### src/rtl/core_mem_arbiter.sv
// Merges the core's fetch and load/store ports onto one memory master port.
// Data has priority, fetch starvation is bounded, and an in-order source FIFO routes responses.
module core_mem_arbiter #(
   parameter int XLEN       = 32,
   parameter int AW         = 32,
   parameter int MAX_OUTST  = 2,
   parameter int STARVE_LIM = 4
) (
   input  logic              clk,
   input  logic              reset,
   input  logic              i_req,
   input  logic [AW-1:0]     i_addr,
   output logic              i_gnt,
   output logic              i_rvalid,
   output logic [XLEN-1:0]   i_rdata,
   input  logic              d_req,
   input  logic              d_we,
   input  logic [XLEN/8-1:0] d_be,
   input  logic [AW-1:0]     d_addr,
   input  logic [XLEN-1:0]   d_wdata,
   output logic              d_gnt,
   output logic              d_rvalid,
   output logic [XLEN-1:0]   d_rdata,
   output logic              m_req,
   output logic              m_we,
   output logic [XLEN/8-1:0] m_be,
   output logic [AW-1:0]     m_addr,
   output logic [XLEN-1:0]   m_wdata,
   input  logic              m_gnt,
   input  logic              m_rvalid,
   input  logic [XLEN-1:0]   m_rdata,
   output logic              protocol_err
);

   localparam int CW = $clog2(MAX_OUTST) + 1;
   localparam int PW = (MAX_OUTST > 1) ? $clog2(MAX_OUTST) : 1;
   localparam int SW = $clog2(STARVE_LIM + 1);

   typedef enum logic {UNLOCKED, LOCKED} lock_state_t;

   lock_state_t          state;
   logic                 lock_src;
   logic [CW-1:0]        count;
   logic [PW-1:0]        wr_ptr;
   logic [PW-1:0]        rd_ptr;
   logic [MAX_OUTST-1:0] fifo;
   logic [SW-1:0]        starve_cnt;

   logic sel_d;
   logic starved;
   logic push;
   logic pop;
   logic fifo_empty;
   logic head_d;

   assign starved    = (starve_cnt == SW'(STARVE_LIM)) && i_req;
   assign sel_d      = (state == LOCKED) ? lock_src : (d_req && !starved);
   assign m_req      = (i_req || d_req) && (count < CW'(MAX_OUTST));
   assign m_we       = sel_d && d_we;
   assign m_be       = sel_d ? d_be : '1;
   assign m_addr     = sel_d ? d_addr : i_addr;
   assign m_wdata    = sel_d ? d_wdata : '0;
   assign i_gnt      = m_gnt && m_req && !sel_d;
   assign d_gnt      = m_gnt && m_req && sel_d;

   assign fifo_empty = (count == '0);
   assign head_d     = fifo[rd_ptr];
   assign push       = m_req && m_gnt;
   assign pop        = m_rvalid && !fifo_empty;
   assign i_rvalid   = pop && !head_d;
   assign d_rvalid   = pop && head_d;
   assign i_rdata    = m_rdata;
   assign d_rdata    = m_rdata;

   always_ff @(posedge clk) begin
      if (reset) begin
         state        <= UNLOCKED;
         lock_src     <= 1'b0;
         count        <= '0;
         wr_ptr       <= '0;
         rd_ptr       <= '0;
         fifo         <= '0;
         starve_cnt   <= '0;
         protocol_err <= 1'b0;
      end else begin
         if (push) begin
            fifo[wr_ptr] <= sel_d;
            wr_ptr       <= (wr_ptr == PW'(MAX_OUTST - 1)) ? '0 : wr_ptr + PW'(1);
         end
         if (pop)
            rd_ptr <= (rd_ptr == PW'(MAX_OUTST - 1)) ? '0 : rd_ptr + PW'(1);

         case ({push, pop})
            2'b10:   count <= count + CW'(1);
            2'b01:   count <= count - CW'(1);
            default: count <= count;
         endcase

         // A response with nothing outstanding is dropped; the flag stays until reset.
         if (m_rvalid && fifo_empty)
            protocol_err <= 1'b1;

         if (i_gnt || !i_req)
            starve_cnt <= '0;
         else if (d_gnt && (starve_cnt != SW'(STARVE_LIM)))
            starve_cnt <= starve_cnt + SW'(1);

         // Once a request is presented unaccepted, its owner keeps the port until m_gnt.
         case (state)
            UNLOCKED: if (m_req && !m_gnt) begin
               state    <= LOCKED;
               lock_src <= sel_d;
            end
            LOCKED:   if (m_gnt) state <= UNLOCKED;
            default:  state <= UNLOCKED;
         endcase
      end
   end

endmodule

### config.mk
export PLATFORM = sky130hd
export DESIGN_NAME = core_mem_arbiter
export DESIGN_NICKNAME = d
export VERILOG_FILES = /design/src/rtl/core_mem_arbiter.sv
export SDC_FILE = /design/constraint.sdc
export NUM_CORES = 1
export LEC_CHECK = 0
export BUFFER_PORTS_ARGS = -buffer_cell sky130_fd_sc_hd__buf_2
export CAP_MARGIN = 20
export CELL_PAD_IN_SITES_DETAIL_PLACEMENT = 2
export CELL_PAD_IN_SITES_GLOBAL_PLACEMENT = 2
export CORE_MARGIN = 4
export CORE_UTILIZATION = 14
export CTS_CLUSTER_SIZE = 30
export DETAILED_ROUTE_END_ITERATION = 6
export PLACE_DENSITY = 0.95
export RECOVER_POWER = 50
export SYNTH_ARGS = -nofsm -noshare
export SYNTH_HDL_FRONTEND = slang
export SYNTH_SLANG_ARGS = --single-unit
export TNS_END_PERCENT = 100
### constraint.sdc
create_clock -name clk -period 3.7 [get_ports clk]
set_input_delay 0.555 -clock clk [delete_from_list [all_inputs] [get_ports clk]]
set_output_delay 0.555 -clock clk [all_outputs]
set_load 0.01 [all_outputs]
==> results of run 1 <==
critical path, stage by stage, from the launching register on:
cell and delay [ns]:
dfxtp_1 0.32, inv_1 0.09, ha_1 0.28, nand4b_2 0.23, nand2_8 0.33, mux2_2 0.40, buf_2 0.14
cell families (layout without fill, tap and decap cells):
logic type	count (synthesis)	count (layout)	synth area share, %
buffers and inverters	81	191	30.9
and+or+nand+nor	64	64	20.8
muxes	34	34	25.3
AOI/OAI and AO/OA	19	19	6.88
DFF	12	12	12.7
adders and majority gates	3	3	1.99
xor gates and xnor gates	3	3	1.39
sequential cells by signal, summed over array words and instances, names as in the netlist:
name          cells
starve_cnt        3
count             2
fifo              2
lock_src          1
protocol_err      1
rd_ptr            1
state             1
wr_ptr            1
per-layer routing:
layer / GRT usage (%) / vias up
met1: 9.78 / 901
met3: 2.96 / 10
met4: 2.19 / 0
met5: 0 / -
li1: - / 908
met2: 19.3 / 138
where the power goes:
group	switching (mW)	leakage, nW	internal [mW]	total (mW)
Clock	0.0582	0.0370	0.141	0.199
Sequential	0.0254	0.0984	0.154	0.179
Combinational	0.224	1.31	0.222	0.446
synthesized netlist by cell type (4+ instances only):
library cell	number
clkbuf_1	8
nand2b_1	4
nand3_1	4
mux2_2	7
and3_1	33
inv_1	6
mux2_4	26
buf_4	64
a21oi_1	4
dfxtp_1	12
nor3_1	4
nor2_1	8
cell usage in the layout (no fill, tap or decap), types with 2 or more instances in the layout:
cell type / n
a31oi_1: 3
mux2_4: 26
mux2_2: 7
xor2_1: 2
buf_2: 179
a211oi_1: 2
nor2b_1: 2
nand2b_1: 4
nand2_1: 2
and3_1: 33
nand3_1: 4
o31ai_1: 3
o21ai_0: 2
ha_1: 3
nor2_1: 8
nor3_1: 4
inv_1: 6
dfxtp_1: 12
o311ai_0: 2
clkbuf_16: 3
clkbuf_1: 2
a21oi_1: 4
final timing paths:
kind	slack, ns	to	start	cells past startpoint
setup / recovery	1.05	m_addr[30]	starve_cnt[0]	6
hold / removal	0.51	protocol_err	protocol_err	2
setup reg to reg	1.61	count[1]	count[1]	6
hold reg to reg	0.51	protocol_err	protocol_err	2
final cells by class:
type,count,area (um^2)
sequential,12,240
clock buffer,3,75.1
timing repair buffer,182,911
tap,176,220
multi-input combinational,123,1070
inverter,6,22.5
fill,1620,10700
==> results.ini, run 1 <==
[critical_path]
end_kind=output port
worst-path-max-fanout=37
critPathKind=flop to output port
crit_path_start_kind=flop
arrival_ns=2.09
crit_required_ns=3.14

[final_layout]
final_nets=470
fin_util_pct=19.1
layout-drive-gt1-share_pct=67.2
antennaDiodeCount=0
post-route-cell-area_um2=2530
area_growth_syn_to_layout_pct=34.1
layout.cells.non_filler=502

[synth]
synth_nets=358
netlist_area_um2=1890
synth_top_area_share_pct=25.4
netlist_instances=216
async_flop_share_pct=0
syn_avg_cell_area_um2=8.75
synth_largest_area_cell=buf_4
yosysSeqAreaShare_pct=12.7
yosysWarningCount=0
synthTopCellsByArea=buf_4, mux2_4, dfxtp_1
ys_ff_latch=12
synth_cell_types=35
synthFlopType=dfxtp_1
synth_edf_count=0

[outcome]
status=completed

[route]
drtIter0Drc=28
avgRoutedWirePerCell_um=15.8
met2WireLength_um=4350
drc_errors=0
antenna_left=0
routed_wl_um=7930
wl_met3_um=780
maxUsedRoutingLayer=met4
met1Wirelength_um=2680
vias_per_cell=3.90
dr.pass1.iters=4
route.vias.total=1957

[timing]
drv_slew=0
fmax_mhz=378
skew_ns=0.00240
setup_violations=0
tns_ns=0
worstMarginPinSlew_ns=0.565
hold_ws_ns=0.508
hold_violations=0
setup_ws_ns=1.05
slew_headroom_pct=61.9
min_period_ns=2.65
rsz0062_at_grt=false
post-route-period-util_pct=71.5

[pwr]
vdd_ir_drop_max_v=0.000162
power_mw=0.824
power.density_nw_per_um2=325
p_leak_nw=1.45

[grt]
grtUsageTotal_pct=9.71
antenna_found_initial=0
grt_pass1_wl_um=12400
first_global_vias=2194
grt_overflow_total=0
grt_max_degree=38

[clocking]
h-tree-depth=1
clock_tree.root_cell=clkbuf_16
cts_resized=0
post-cts-setup-buffers=0
clkSinkCount=12
holdBufCountCts=0
cts_buffers=3
cts_buffer_depth=2
cts_tree=yes
path_clk_slew_ns=0.04
clock_latency_ns=0.24

[die]
die_w_um=124
start_util_pct=14.3
ioPinCount=278
core_um2=13200
die-area_um2=15400
num_rows=42
die_y_um=124

[placed_design]
dpl.hpwl_um=6840
pre_cts_slack_ns=1.11
dpl_cell_area_um2=2460
place_congestion=0.921
dp.cells=499
io_buffers=181

[min_path]
hold_path_class=flop to flop

[run]
maxCapViolCount=0

Note: power is estimated with default switching activity, not from simulation.
==> inputs of run 2 (changes only) <==
CORE_UTILIZATION = 12   (was 14)
PLACE_DENSITY = 0.87   (was 0.95)
clock period = 2.2 ns   (was 3.7 ns; I/O delays follow)
==> run 2 against run 1 <==
Compared with the run above: die area is 16% higher; flip-flop and latch count unchanged; via count grew 3.1%; first-iteration DRC count up 46%; global-route usage is essentially flat; combinational power increased by 80%; cell area increased by 7.6%; largest power group unchanged; clock skew shrank 0.00096 ns; non-clock buffer count grew 8; power is 79% higher; sequential share of layout area shrank 0.62 points; setup slack lost 0.94 ns.
==> results.ini, run 2 (synthesized netlist as in run 1, its figures left out) <==
[die]
die-area_um2=17800  ; was 15400 um^2
die_w_um=134  ; was 124 um
start_util_pct=12.3  ; was 14.3%
core_um2=15300  ; was 13200 um^2
num_rows=45  ; was 42
ioPinCount=278  ; unchanged
die_y_um=134  ; was 124 um

[critical_path]
r2r_start=count[1]  ; unchanged
worst-path-max-fanout=14  ; was 37
crit_chain=inv_2, ha_4, nand4b_4, buf_12, nand2_8, mux2_4, buf_2  ; was inv_1, ha_1, nand4b_2, nand2_8, mux2_2, buf_2
r2r-end=count[1]  ; unchanged
crit_required_ns=1.87  ; was 3.14 ns
cp_slowest_stage_delay_ns=0.32  ; was 0.40 ns
crit_path_start_kind=flop  ; unchanged
critPathSlowestCell=dfxtp_1  ; was mux2_2
critPathKind=flop to output port  ; unchanged
end_kind=output port  ; unchanged
r2r_setup_slack_ns=0.49  ; was 1.61 ns
rr_worst_depth=6  ; unchanged
arrival_ns=1.76  ; was 2.09 ns

[timing]
skew_ns=0.00144  ; was 0.00240 ns
worstMarginPinSlew_ns=0.356  ; was 0.565 ns
min_period_ns=2.09
rsz0062_at_grt=false  ; unchanged
fmax_mhz=479
post-route-period-util_pct=94.9
hold_violations=0  ; unchanged
slew_headroom_pct=76.0  ; was 61.9%
hold_ws_ns=0.343  ; was 0.508 ns
tns_ns=0  ; unchanged
setup_violations=0  ; unchanged
drv_slew=0  ; unchanged

[pwr]
p_leak_nw=1.49  ; was 1.45 nW
power.density_nw_per_um2=542  ; was 325 nW/um^2
pwr-share-clk_pct=25.7  ; was 24.2%
vdd_ir_drop_max_v=0.000299  ; was 0.000162 V
switching_share_pct=37.1  ; was 37.3%
p_int_mw=0.931  ; was 0.517 mW
power_frac_seq_pct=20.1  ; was 21.8%
power_switching_mw=0.549  ; was 0.308 mW
combPwrFrac_pct=54.1  ; about the same

[clocking]
cts_buffers=3  ; unchanged
h-tree-depth=1  ; unchanged
clock_tree.root_cell=clkbuf_16  ; unchanged
cts_tree=yes  ; unchanged
path_clk_slew_ns=0.05  ; was 0.04 ns
clkSinkCount=12  ; unchanged
clock_latency_ns=0.24  ; about the same
cts_buffer_depth=2  ; unchanged

[route]
drc_errors=0  ; unchanged
dr.pass1.iters=3  ; was 4
routed_wl_um=9300  ; was 7930 um
route.vias.total=2018  ; was 1957
vias_per_cell=3.68  ; was 3.90
drtIter0Drc=41  ; was 28
antenna_left=0  ; unchanged
avgRoutedWirePerCell_um=16.9  ; was 15.8 um

[grt]
grtUsageTotal_pct=9.71  ; about the same
grt_max_degree=36  ; was 38
grt_overflow_total=0  ; unchanged
grt_pass1_wl_um=13600  ; was 12400 um
antenna_found_initial=1  ; was 0
first_global_vias=2353  ; was 2194

[min_path]
hold_depth=3  ; was 2
hold_path_class=primary input to flop  ; was flop to flop
whs_endpoint=protocol_err  ; unchanged
worstHoldStart=m_rvalid  ; was protocol_err

[final_layout]
final_nets=480  ; was 470
final-seq-area_um2=241  ; was 240 um^2
reg.largest.list=starve_cnt: 3 flops, count: 2 flops, fifo: 2 flops  ; unchanged
multi_input_area_um2=1130  ; was 1070 um^2
layout-drive-gt1-share_pct=68.2  ; was 67.2%
top_register=starve_cnt  ; unchanged
area_growth_syn_to_layout_pct=44.3  ; was 34.1%
largest_register_ffs=3  ; unchanged
fillers=1865  ; was 1620
final_cell_mix=buf_2, and3_1, mux2_4  ; unchanged
fin_util_pct=17.8  ; was 19.1%
final_common_cell=buf_2  ; unchanged
layout.cells.non_filler=549  ; was 502

[placed_design]
io_buffers=181  ; unchanged
dpl.hpwl_um=7530  ; was 6840 um
dp.cells=539  ; was 499
place_congestion=0.650  ; was 0.921

[outcome]
status=completed  ; unchanged

[run]
maxCapViolCount=0  ; unchanged

run 2: power groups by stage:
stage	Clock (mW)	Combinational, mW	Sequential [mW]
CTS	0.389	0.841	0.298
finish	0.381	0.801	0.298
global route	0.402	0.889	0.305
floorplan	0	0.589	0.294
detailed placement	0	0.811	0.301
global placement	0	0.791	0.300
run 2: worst max path at each step:
stage | start | endpoint | slack [ns]
3_3_place_gp | starve_cnt[0] | m_addr[27] | 0.16
6_report | starve_cnt[0] | m_addr[20] | 0.11
3_5_place_dp | starve_cnt[0] | m_addr[27] | 0.10
4_1_cts | starve_cnt[0] | m_addr[27] | 0.02
2_1_floorplan | i_req | count[1] | 0.39
5_1_grt | starve_cnt[0] | m_addr[28] | 0.005
run 2: per-layer routing:
layer / vias to the layer above / track usage [%] / wire length [um]
li1: 935 / - / -
met1: 934 / 9.05 / 3140
met2: 138 / 19.2 / 4880
met3: 11 / 4.34 / 1120
met4: 0 / 2.34 / 151
met5: - / 0 / 0
run 2: critical path: cells and delay by family, from the launching register on:
| kind | cells | cell delay, ns |
|---|---|---|
| adders and majority gates | 1 | 0.18 |
| buffers and inverters | 3 | 0.40 |
| DFF | 1 | 0.32 |
| muxes | 1 | 0.32 |
| and+or+nand+nor | 2 | 0.28 |
run 2: layout make-up:
| class | count | area share [%] |
|---|---|---|
| antenna | 1 | 0.0917 |
| sequential | 12 | 8.85 |
| inverter | 6 | 0.826 |
| tap | 211 | 9.68 |
| multi-input combinational | 125 | 41.4 |
| clock buffer | 4 | 3.26 |
| timing repair buffer | 190 | 35.9 |
run 2: repair_timing:
item / CTS / global route
hold buffers: 0 / 0
buffers inserted: 3 / 0
pin swaps: 3 / 0
hold endpoints to repair: 0 / 0
gates resized for setup: 8 / 3
gates cloned: 2 / 0
setup endpoints to repair: 37 / 37
run 2: through the flow:
step / setup WS (ns) / total power, mW / area (um^2)
2_1_floorplan: 0.386 / 0.883 / 1890
3_3_place_gp: 0.165 / 1.09 / 2540
3_5_place_dp: 0.102 / 1.11 / 2540
4_1_cts: 0.0190 / 1.53 / 2730
5_1_grt: 0.00545 / 1.60 / 2730
6_report: 0.113 / 1.48 / 2730
==> inputs of run 3 (changes only) <==
CELL_PAD_IN_SITES_DETAIL_PLACEMENT = 1   (was 2)
CELL_PAD_IN_SITES_GLOBAL_PLACEMENT = 1   (was 2)
CORE_UTILIZATION = 16   (was 12)
PLACE_DENSITY = 0.84   (was 0.87)
==> run 3 against run 2 <==
Compared with the run above: count of clock-buffer cells in the layout unchanged; register-to-register slack got worse by 0.19 ns; critical path type unchanged; die area decreased by 24%; via count about the same; combinational power decreased by 1%; maximum frequency decreased by 1.8%; critical endpoint is now m_addr[29]; final cell count decreased by 13%; highest routed layer unchanged; hold slack improved by 0.0038 ns; clock skew increased by 0.0017 ns; largest cell class unchanged; first-iteration DRC count increased by 95%.
==> results.ini, run 3 (synthesized netlist as in run 1, its figures left out) <==
[outcome]
status=completed  ; unchanged

[placed_design]
dpl_cell_area_um2=2440  ; was 2540 um^2
dpl.hpwl_um=6450  ; was 7530 um
place_congestion=0.796  ; was 0.650
io_buffers=181  ; unchanged
dp.cells=469  ; was 539

[clocking]
clkSinkCount=12  ; unchanged
cts_buffers=3  ; unchanged
cts_tree=yes  ; unchanged
h-tree-depth=1  ; unchanged
clock_tree.root_cell=clkbuf_16  ; unchanged
clock_latency_ns=0.24  ; about the same
cts_buffer_depth=2  ; unchanged
path_clk_slew_ns=0.05  ; about the same

[die]
die_w_um=117  ; was 134 um
core_um2=11500  ; was 15300 um^2
die_y_um=117  ; was 134 um
die-area_um2=13600  ; was 17800 um^2
start_util_pct=16.4  ; was 12.3%
num_rows=39  ; was 45
ioPinCount=278  ; unchanged

[timing]
drv_slew=0  ; unchanged
setup_violations=0  ; unchanged
post-route-period-util_pct=96.6  ; was 94.9%
fmax_mhz=470  ; was 479 MHz
rsz0062_at_grt=false  ; unchanged
hold_violations=0  ; unchanged
worstMarginPinSlew_ns=0.579  ; was 0.356 ns
tns_ns=0  ; unchanged
skew_ns=0.00319  ; was 0.00144 ns
slew_headroom_pct=61.0  ; was 76.0%
min_period_ns=2.13  ; was 2.09 ns

[final_layout]
layout-drive-gt1-share_pct=69.0  ; was 68.2%
largest_register_ffs=3  ; unchanged
final_cell_mix=buf_2, and3_1, mux2_4  ; unchanged
antennaDiodeCount=0  ; was 1
layout.cells.non_filler=479  ; was 549
fin_util_pct=22.8  ; was 17.8%
final_common_cell=buf_2  ; unchanged
area_growth_syn_to_layout_pct=39.1  ; was 44.3%
post-route-cell-area_um2=2630  ; was 2730 um^2
top_register=starve_cnt  ; unchanged
final_nets=479  ; was 480
reg.largest.list=starve_cnt: 3 flops, count: 2 flops, fifo: 2 flops  ; unchanged
fillers=1404  ; was 1865

[route]
antenna_left=0  ; unchanged
avgRoutedWirePerCell_um=16.9  ; about the same
drtIter0Drc=80  ; was 41
dr.pass1.iters=4  ; was 3
drc_errors=0  ; unchanged
vias_per_cell=4.21  ; was 3.68
routed_wl_um=8080  ; was 9300 um
route.vias.total=2017  ; was 2018

[run]
maxCapViolCount=0  ; unchanged

[grt]
grt_use_met2_pct=19.7  ; was 19.2%
grt_overflow_total=0  ; unchanged
grt_util_met1_pct=12.0  ; was 9.05%
busiest_layer=met2  ; unchanged
antenna_found_initial=0  ; was 1
first_global_vias=2053  ; was 2353
grt_pass1_wl_um=11100  ; was 13600 um
grtUsageTotal_pct=10.4  ; was 9.71%
use_met3_pct=2.33  ; was 4.34%
grt_max_degree=36  ; unchanged

[min_path]
hold_path_class=primary input to flop  ; unchanged

[pwr]
power.density_nw_per_um2=558  ; was 542 nW/um^2
vdd_ir_drop_max_v=0.000362  ; was 0.000299 V
power_mw=1.47  ; was 1.48 mW
p_leak_nw=1.50  ; was 1.49 nW

[critical_path]
crit_path_start_kind=flop  ; unchanged
crit_chain=inv_2, ha_4, nand4b_4, buf_4, nand2_8, mux2_2, buf_2  ; was inv_2, ha_4, nand4b_4, buf_12, nand2_8, mux2_4, buf_2
critPathKind=flop to output port  ; unchanged
arrival_ns=1.80  ; was 1.76 ns
critPathSlowestCell=mux2_2  ; was dfxtp_1
end_kind=output port  ; unchanged
cp_slowest_stage_delay_ns=0.35  ; was 0.32 ns
worst-path-max-fanout=10  ; was 14
crit_required_ns=1.87  ; about the same

[run 3: cell types whose count changed in the layout (fill, tap and decap cells not counted), sizes merged]
cell,previous run,this run
clkbuf,10,7
buf,184,186
diode,1,0
[run 3: worst paths after layout]
| kind | startpoint | depth (start not counted) | slack, ns | to |
|---|---|---|---|---|
| max | starve_cnt[0] | 7 | 0.07 | m_addr[29] |
| min | m_rvalid | 3 | 0.35 | protocol_err |
| max reg2reg | count[1] | 5 | 0.30 | count[1] |
| min reg2reg | protocol_err | 2 | 0.47 | protocol_err |
[run 3: cell type report]
| cell class | count | area (um^2) | area share, % |
|---|---|---|---|
| Timing Repair Buffer | 189 | 968 | 36.8 |
| Clock buffer | 4 | 88.8 | 3.38 |
| Sequential cell | 12 | 241 | 9.18 |
| Inverter | 6 | 22.5 | 0.856 |
| Tap cell | 143 | 179 | 6.80 |
| Multi-Input combinational cell | 125 | 1130 | 43.0 |
[run 3: per-stage QoR]
stage               worst slack (ns)  hold slack, ns
global placement               0.216           0.455
CTS                           0.0102           0.348
finish                        0.0746           0.347
floorplan                      0.386           0.457
detailed placement             0.122           0.462
global route                  0.0231           0.361
[run 3: per-layer routing]
layer  part of all wire, %  routed length [um]
met1                    38                3070
met2                    51                4110
met3                    10                 810
met4                   1.1                  92
met5                     0                   0
[run 3: timing repair]
action                                  CTS  global route
resized for setup                         6             5
hold endpoints to repair                  0             0
pin swaps                                 3             0
hold buffers                              0             0
gates cloned                              2             0
buffers inserted                          4             0
endpoints found under the setup margin   37            71
[run 3: critical path, delay by kind of cell (launching register included)]
kind | cells | cell delay [ns]
AND/OR/NAND/NOR | 2 | 0.25
multiplexers | 1 | 0.35
flip-flops | 1 | 0.34
adder cells (fa/ha/maj) | 1 | 0.18
buffers and inverters | 3 | 0.43
[run 3: power by group]
group | switching (mW) | total, mW | internal, mW
Sequential | 0.0393 | 0.299 | 0.259
Combinational | 0.397 | 0.791 | 0.394
Clock | 0.102 | 0.377 | 0.275
